`src/rtl/lc3b_pkg.sv`:
```
// Shared LC-3b register-file constants and the arbiter state encoding.
package lc3b_pkg;
  localparam int DATA_W   = 16;
  localparam int ADDR_W   = 3;
  localparam int NUM_REGS = 8;

  typedef enum logic [1:0] {
    PRI_A  = 2'd0,
    PRI_B  = 2'd1,
    LOCK_B = 2'd2
  } arb_state_e;
endpackage

```
`src/rtl/rr_grant2.sv`:
```
// Two-way round-robin grant with a B-side lock and a starvation safety counter.
module rr_grant2
  import lc3b_pkg::*;
#(
  parameter int STARVE_MAX = 4
) (
  input  logic       clk,
  input  logic       rst_n,
  input  logic       a_req_i,
  input  logic       b_req_i,
  input  logic       b_lock_i,
  output logic       a_gnt_o,
  output logic       b_gnt_o,
  output arb_state_e state_o
);
  localparam int CNT_W = $clog2(STARVE_MAX + 1);
  localparam logic [CNT_W-1:0] STARVE_LIM = CNT_W'(STARVE_MAX);

  arb_state_e       state_q, state_d;
  logic [CNT_W-1:0] starve_q, starve_d;

  always_ff @(posedge clk or negedge rst_n) begin
    if (!rst_n) begin
      state_q  <= PRI_A;
      starve_q <= '0;
    end else begin
      state_q  <= state_d;
      starve_q <= starve_d;
    end
  end

  // Grants are forced low while reset is asserted so nothing leaks to the register file.
  always_comb begin
    a_gnt_o  = 1'b0;
    b_gnt_o  = 1'b0;
    state_d  = state_q;
    starve_d = starve_q;
    if (rst_n) begin
      if (state_q == LOCK_B) begin
        b_gnt_o = b_req_i;
      end else if (b_req_i && (starve_q == STARVE_LIM)) begin
        b_gnt_o = 1'b1;
      end else if (a_req_i && b_req_i) begin
        a_gnt_o = (state_q == PRI_A);
        b_gnt_o = (state_q != PRI_A);
      end else begin
        a_gnt_o = a_req_i;
        b_gnt_o = b_req_i;
      end

      if (b_gnt_o) begin
        starve_d = '0;
      end else if (a_gnt_o && b_req_i && (starve_q != STARVE_LIM)) begin
        starve_d = starve_q + 1'b1;
      end

      if (b_gnt_o && b_lock_i) begin
        state_d = LOCK_B;
      end else begin
        unique case (state_q)
          PRI_A:   if (a_gnt_o && b_req_i) state_d = PRI_B;
          PRI_B:   if (b_gnt_o) state_d = PRI_A;
          LOCK_B:  if (!b_lock_i) state_d = PRI_A;
          default: state_d = PRI_A;
        endcase
      end
    end
  end

  assign state_o = state_q;
endmodule

```
`src/rtl/regfile_arbiter.sv`:
```
// Shares the LC-3b 8x16 register file between the core sequencer (A) and the debug port (B).
module regfile_arbiter
  import lc3b_pkg::*;
#(
  parameter int DATA_W     = lc3b_pkg::DATA_W,
  parameter int ADDR_W     = lc3b_pkg::ADDR_W,
  parameter int STARVE_MAX = 4
) (
  input  logic              clk,
  input  logic              rst_n,
  input  logic              a_req,
  input  logic              a_we,
  input  logic [ADDR_W-1:0] a_dr,
  input  logic [ADDR_W-1:0] a_sr1,
  input  logic [ADDR_W-1:0] a_sr2,
  input  logic [DATA_W-1:0] a_data,
  output logic              a_gnt,
  output logic              a_rvalid,
  input  logic              b_req,
  input  logic              b_we,
  input  logic [ADDR_W-1:0] b_dr,
  input  logic [ADDR_W-1:0] b_sr1,
  input  logic [ADDR_W-1:0] b_sr2,
  input  logic [DATA_W-1:0] b_data,
  input  logic              b_lock,
  output logic              b_gnt,
  output logic              b_rvalid,
  output logic              rf_ld_reg,
  output logic [ADDR_W-1:0] rf_dr,
  output logic [ADDR_W-1:0] rf_sr1,
  output logic [ADDR_W-1:0] rf_sr2,
  output logic [DATA_W-1:0] rf_data,
  input  logic [DATA_W-1:0] rf_sr1_out,
  input  logic [DATA_W-1:0] rf_sr2_out,
  output logic [DATA_W-1:0] rd1,
  output logic [DATA_W-1:0] rd2,
  output arb_state_e        dbg_state
);
  // Handshake: x_req is a single-cycle offer; the access happens in the cycle x_gnt is
  // high (same cycle, combinational); read data returns next cycle with x_rvalid, no backpressure.
  logic              a_rvalid_q, b_rvalid_q;
  logic [ADDR_W-1:0] dr_q, sr1_q, sr2_q;
  logic [DATA_W-1:0] data_q;

  rr_grant2 #(
    .STARVE_MAX(STARVE_MAX)
  ) u_grant (
    .clk     (clk),
    .rst_n   (rst_n),
    .a_req_i (a_req),
    .b_req_i (b_req),
    .b_lock_i(b_lock),
    .a_gnt_o (a_gnt),
    .b_gnt_o (b_gnt),
    .state_o (dbg_state)
  );

  // With no grant the address/data lines hold their previous value.
  always_comb begin
    rf_ld_reg = 1'b0;
    rf_dr     = dr_q;
    rf_sr1    = sr1_q;
    rf_sr2    = sr2_q;
    rf_data   = data_q;
    if (b_gnt) begin
      rf_ld_reg = b_we;
      rf_dr     = b_dr;
      rf_sr1    = b_sr1;
      rf_sr2    = b_sr2;
      rf_data   = b_data;
    end else if (a_gnt) begin
      rf_ld_reg = a_we;
      rf_dr     = a_dr;
      rf_sr1    = a_sr1;
      rf_sr2    = a_sr2;
      rf_data   = a_data;
    end
  end

  always_ff @(posedge clk or negedge rst_n) begin
    if (!rst_n) begin
      a_rvalid_q <= 1'b0;
      b_rvalid_q <= 1'b0;
      dr_q       <= '0;
      sr1_q      <= '0;
      sr2_q      <= '0;
      data_q     <= '0;
    end else begin
      a_rvalid_q <= a_gnt;
      b_rvalid_q <= b_gnt;
      dr_q       <= rf_dr;
      sr1_q      <= rf_sr1;
      sr2_q      <= rf_sr2;
      data_q     <= rf_data;
    end
  end

  assign a_rvalid = a_rvalid_q;
  assign b_rvalid = b_rvalid_q;
  assign rd1      = rf_sr1_out;
  assign rd2      = rf_sr2_out;
endmodule

```
`config.mk`:
```
export PLATFORM = sky130hd
export DESIGN_NAME = regfile_arbiter
export DESIGN_NICKNAME = d
export VERILOG_FILES = /design/src/rtl/lc3b_pkg.sv /design/src/rtl/rr_grant2.sv /design/src/rtl/regfile_arbiter.sv
export SDC_FILE = /design/constraint.sdc
export NUM_CORES = 1
export LEC_CHECK = 0
export ABC_AREA = 1
export BUFFER_PORTS_ARGS = -buffer_cell sky130_fd_sc_hd__buf_2
export CAP_MARGIN = 20
export CORE_ASPECT_RATIO = 1.1
export CORE_UTILIZATION = 45
export CTS_CLUSTER_DIAMETER = 200
export DETAILED_ROUTE_END_ITERATION = 10
export PLACE_DENSITY = 0.86
export SYNTH_ARGS = -nofsm -noshare
export SYNTH_HDL_FRONTEND = slang
export SYNTH_SLANG_ARGS = --single-unit
```
`constraint.sdc`:
```
create_clock -name clk -period 2.03 [get_ports clk]
set_input_delay 0.1015 -clock clk [delete_from_list [all_inputs] [get_ports clk]]
set_output_delay 0.1015 -clock clk [all_outputs]
set_load 0.01 [all_outputs]
```
# Yosys cells after proc, flatten, opt, wreduce, memory -nomap -nowiden
# Index checks and enable logic that the tools add are counted.
# W data, S select, Z words.
# word_totals
latchBits	0
ramBits	0
out_inout_bits	64
n_memories	0
input_bits	89
reg_bits	32
elab_cells	53
romBits	0
# classes
reduce_logical	10
n_eq_ne	7
magnitude_cmp	0
add_sub_neg	1
n_mux	27
n_div	0
shift	0
mul	0
bitwise	0
# op_table
op	count
$mux W16	2
$mux W3	8
$mux W1	12
$ne A3 B3 Y1 const B	3
$mux W2	4
$pmux W2 S3	1
$logic_and A1 B1 Y1	5
$reduce_and A4 Y1	1
$reduce_bool A2 Y1	2
$add A3 B1 Y3 const B	1
$eq A3 B3 Y1 const B	1
$ne A3 B1 Y1 const B	1
$eq A2 B1 Y1 const B	1
$eq A2 B2 Y1 const B	1
$logic_not A2 Y1	1
$reduce_and A2 Y1	1

# Longest topological paths before layout
# logic_depth
ltp_word	9
ltp_mapped	10

# Cells and area by module
# From an unflattened synthesis, not the netlist that was laid out.
# hier_totals
hier_cells	294
hier_area_um2	2078.2
# by_module_without_submodules
mod	cells_each	area_each_um2	n_inst
regfile_arbiter	249	1714.1	1
rr_grant2	45	364.1	1

# Worst setup path after synthesis
# No wires, ideal clock.
# synth_timing
kind	reg-to-output
startpoint	reg u_grant.starve_q[0]
endpoint	out rf_data[10]
t_arrival_ps	1393
slack_ps	536
required_time_ps	1929
stages_incl_launch_ff	10
n_path_buf	1
cell_sequence	dfrtp_1 > inv_1 > ha_1 > nand2_1 > nand3_2 > nand3_4 > inv_2 > buf_2 > nand2_1 > nand2_1
# synth_between
elab_cells_between_ends	12
cone_classes	eq/ne (1); mux (10); reduce/logical (1)
# synth_lines
element	line_no	source
start, declared	rr_grant2.sv:20	logic [CNT_W-1:0] starve_q, starve_d;
start signal, assigned	rr_grant2.sv:28	starve_q <= starve_d;
$eq A3 B3 Y1	rr_grant2.sv:41	end else if (b_req_i && (starve_q == STARVE_LIM)) begin
$logic_and A1 B1 Y1	rr_grant2.sv:41	
$mux W1	rr_grant2.sv:41	
$mux W1	rr_grant2.sv:39	if (state_q == LOCK_B) begin
$mux W1 (2 in series)	rr_grant2.sv:38	if (rst_n) begin
named net b_gnt	regfile_arbiter.sv:26	output logic b_gnt,
$mux W16	regfile_arbiter.sv:65	if (b_gnt) begin
end, declared	regfile_arbiter.sv:32	output logic [DATA_W-1:0] rf_data,
# The timed path passes the listed nets, and every way through them passes these cells. The select of a mux whose other input is x is not followed.

# Worst setup path in the final report
# layout_timing
startpoint	reg u_grant.starve_q[0]
endpoint	out rf_data[1]
# layout_between
elab_chain_len	8
elab_cells_between_ends	12
cone_classes	eq/ne (1); mux (10); reduce/logical (1)
# layout_lines
element	line_no	source
$eq A3 B3 Y1 *	rr_grant2.sv:41	
$logic_and A1 B1 Y1 *	rr_grant2.sv:41	
$mux W1	rr_grant2.sv:41	
$mux W1	rr_grant2.sv:39	
$mux W1 (2 in series)	rr_grant2.sv:38	
$mux W16	regfile_arbiter.sv:71	end else if (a_gnt) begin
$mux W16 *	regfile_arbiter.sv:65	
# Mark *: on every way between the ends. The rest lies on a longest branch, timed or not. The select of a mux whose other input is x is not followed.

==> results.ini <==
[power]
powerDensity_nw_per_um2=1190
peakVddDrop_mv=0.734
p_leak_nw=1.65
power.total_mw=3.22

[clock_tree]
path_clk_slew_ns=0.07
root_buffer=clkbuf_8
clock_latency_ns=0.28
cts.sinks=32
numCtsBuffers=5
clk_path_buf_depth=2
cts-htree-levels=2
cts_tree=done

[critical_path]
startpoint_type=flip-flop
reg2reg_to=data_q[12]
crit_fanout=15
end_kind=primary output
critPathKind=flip-flop to primary output
r2r_slack_ns=0.47
r2r_cells=10
cp-startpoint=u_grant.starve_q[0]
worst_setup_path_endpoint=rf_data[1]
cp_data_required_time_ns=1.93
arrival_ns=1.81
worst_r2r_startpoint=u_grant.starve_q[0]

[synthesis]
netlist.area_leader.share_pct=37.1
syn_nets=395
yosys.area.top_type=dfrtp_1
yosysWarnings=0
synth_cell_types=20
avgSynthCellArea_um2=7.10
synth_area_leaders=dfrtp_1, nand2_1, buf_4
ys_seq_area_share_pct=37.1
syn_inst=304
syn_area_um2=2160
ys_ff_latch=32

[cells_and_area]
layout_common_cells=nand2_1, buf_2, inv_1
multiInputGateArea_um2=881
n_antenna_cell=0
layout_commonest_cell=nand2_1
area_growth_pct=25.1
seq_area_um2=801
post-route-util_pct=58.4
drive_gt1_share_pct=33.3
final_nets=459
fin_area_um2=2700
fillerInstances=447

[sta]
finalCritPeriodShare_pct=94.2
timing.hold.ws_ns=0.0361
maxSlewHeadroom_pct=70.2
fmax_mhz=523
finalCriticalPeriod_ns=1.91
tightest_slew_ns=0.447
setup_violations=0
slew_violations=0
fin_skew_ns=0.00466
hold_violations=0

[routing]
routed_via_density=4.85
wire_per_inst_um=12.2
drcViolationCount=0
drt-initial-drc-count=85
vias=2060
finalWirelength_mm=5.19
ant_nets=0
firstDrtPassIters=4

[global_routing]
grt_overflow_total=0
grt_usage_pct=20.9
grt_pass1_vias=1856
grt_antenna_before_repair=0
grt_max_degree=33
grt_first_pass_wirelength_mm=7.91

[die]
coreArea_um2=4620
die_h_um=74.6
initial_core_util_pct=46.7
pin_count=153
die_w_um=68.0
dieArea_um2=5070
rows=26

[job]
cap_violations=0

[placement]
place.gp.congestion=0.722
port_buffers=88
dp_hpwl_mm=3.59
placed_cell_area_um2=2380

[outcome]
status=finished clean

[hold_path]
hold_class=primary input to flip-flop

==> cells in the mapped netlist <==
| master | n |
|---|---|
| buf_6 | 2 |
| nand3_2 | 1 |
| inv_2 | 2 |
| nand4_1 | 26 |
| buf_2 | 12 |
| nand3_1 | 29 |
| dfrtp_1 | 32 |
| nand3_4 | 2 |
| nor2_1 | 2 |
| ha_1 | 2 |
| o21ai_0 | 2 |
| xor2_1 | 1 |
| inv_1 | 59 |
| nand3b_1 | 1 |
| nor2_4 | 1 |
| buf_4 | 32 |
| nor3_1 | 1 |
| nor2_2 | 2 |
| nand2_1 | 94 |
| nand2_4 | 1 |
==> stage by stage <==
stage / std cells / TNS, ns / worst slack (ns)
2_1_floorplan: 304 / 0 / 0.536
4_1_cts: 423 / 0 / 0.00121
6_report: 425 / 0 / 0.118
3_3_place_gp: 407 / 0 / 0.229
3_5_place_dp: 407 / 0 / 0.165
5_1_grt: 425 / -0.0976 / -0.0139
==> layout make-up <==
cell class	instances	share of cell area, %
clock buffers	7	3.57
flip-flops and latches	32	29.7
inverters	61	8.95
well taps	56	2.60
repair buffers	100	21.4
multi-input cells	168	32.7
clock inverters	1	1.11
==> power breakdown <==
group / internal [mW] / leakage, nW / switching, mW
combinational: 0.618 / 1.20 / 0.911
clock: 0.433 / 0.0645 / 0.231
sequential: 0.923 / 0.387 / 0.0999
total: 1.97 / 1.65 / 1.24
==> cell families (layout without fill, tap and decap cells) <==
group | after synthesis | count (layout) | synth area share [%]
buffers and inverters | 107 | 169 | 25.6
and+or+nand+nor | 160 | 163 | 35.3
DFF | 32 | 32 | 37.1
adders and majority gates | 2 | 2 | 1.16
AOI/OAI and AO/OA | 2 | 2 | 0.464
xor gates and xnor gates | 1 | 1 | 0.406
==> sequential cells by signal (all words and copies together) (netlist names) <==
| register | flops |
|---|---|
| a_rvalid | 1 |
| u_grant.state_o | 2 |
| u_grant.starve_q | 3 |
| dr_q | 3 |
| sr2_q | 3 |
| sr1_q | 3 |
| data_q | 16 |
| b_rvalid | 1 |
==> per-layer routing <==
metal,up-vias,share of wire (%),track usage [%]
li1,1041,-,-
met1,927,41,21.9
met2,82,48,38.8
met3,10,9.2,5.76
met4,0,1.3,8.33
met5,-,0,0
==> worst max-delay path, cell delays in order (launching register included) <==
cell	delay, ns
dfrtp_1	0.35
inv_1	0.07
ha_1	0.20
nand2_2	0.12
nand3_2	0.14
nand3_4	0.15
buf_6	0.19
nand3_1	0.09
nand2_1	0.09
buf_2	0.14
==> worst min-delay path by stage <==
stage / from / end / cells after the start
2_1_floorplan: rst_n / a_rvalid / 0
3_3_place_gp: rst_n / u_grant.state_o[0] / 1
3_5_place_dp: rst_n / u_grant.state_o[0] / 1
4_1_cts: b_data[7] / data_q[7] / 3
5_1_grt: b_data[4] / data_q[4] / 3
6_report: b_data[7] / data_q[7] / 3
==> timing repair <==
| action | in CTS | in global routing |
|---|---|---|
| gates resized for setup | 4 | 14 |
| cloned | 3 | 0 |
| setup buffers | 4 | 2 |
| hold buffers | 1 | 0 |
| endpoints found under the setup margin | 27 | 26 |
| pin swaps | 2 | 6 |
| endpoints found under the hold margin | 7 | 0 |
Power figures use the tool's default switching activity.
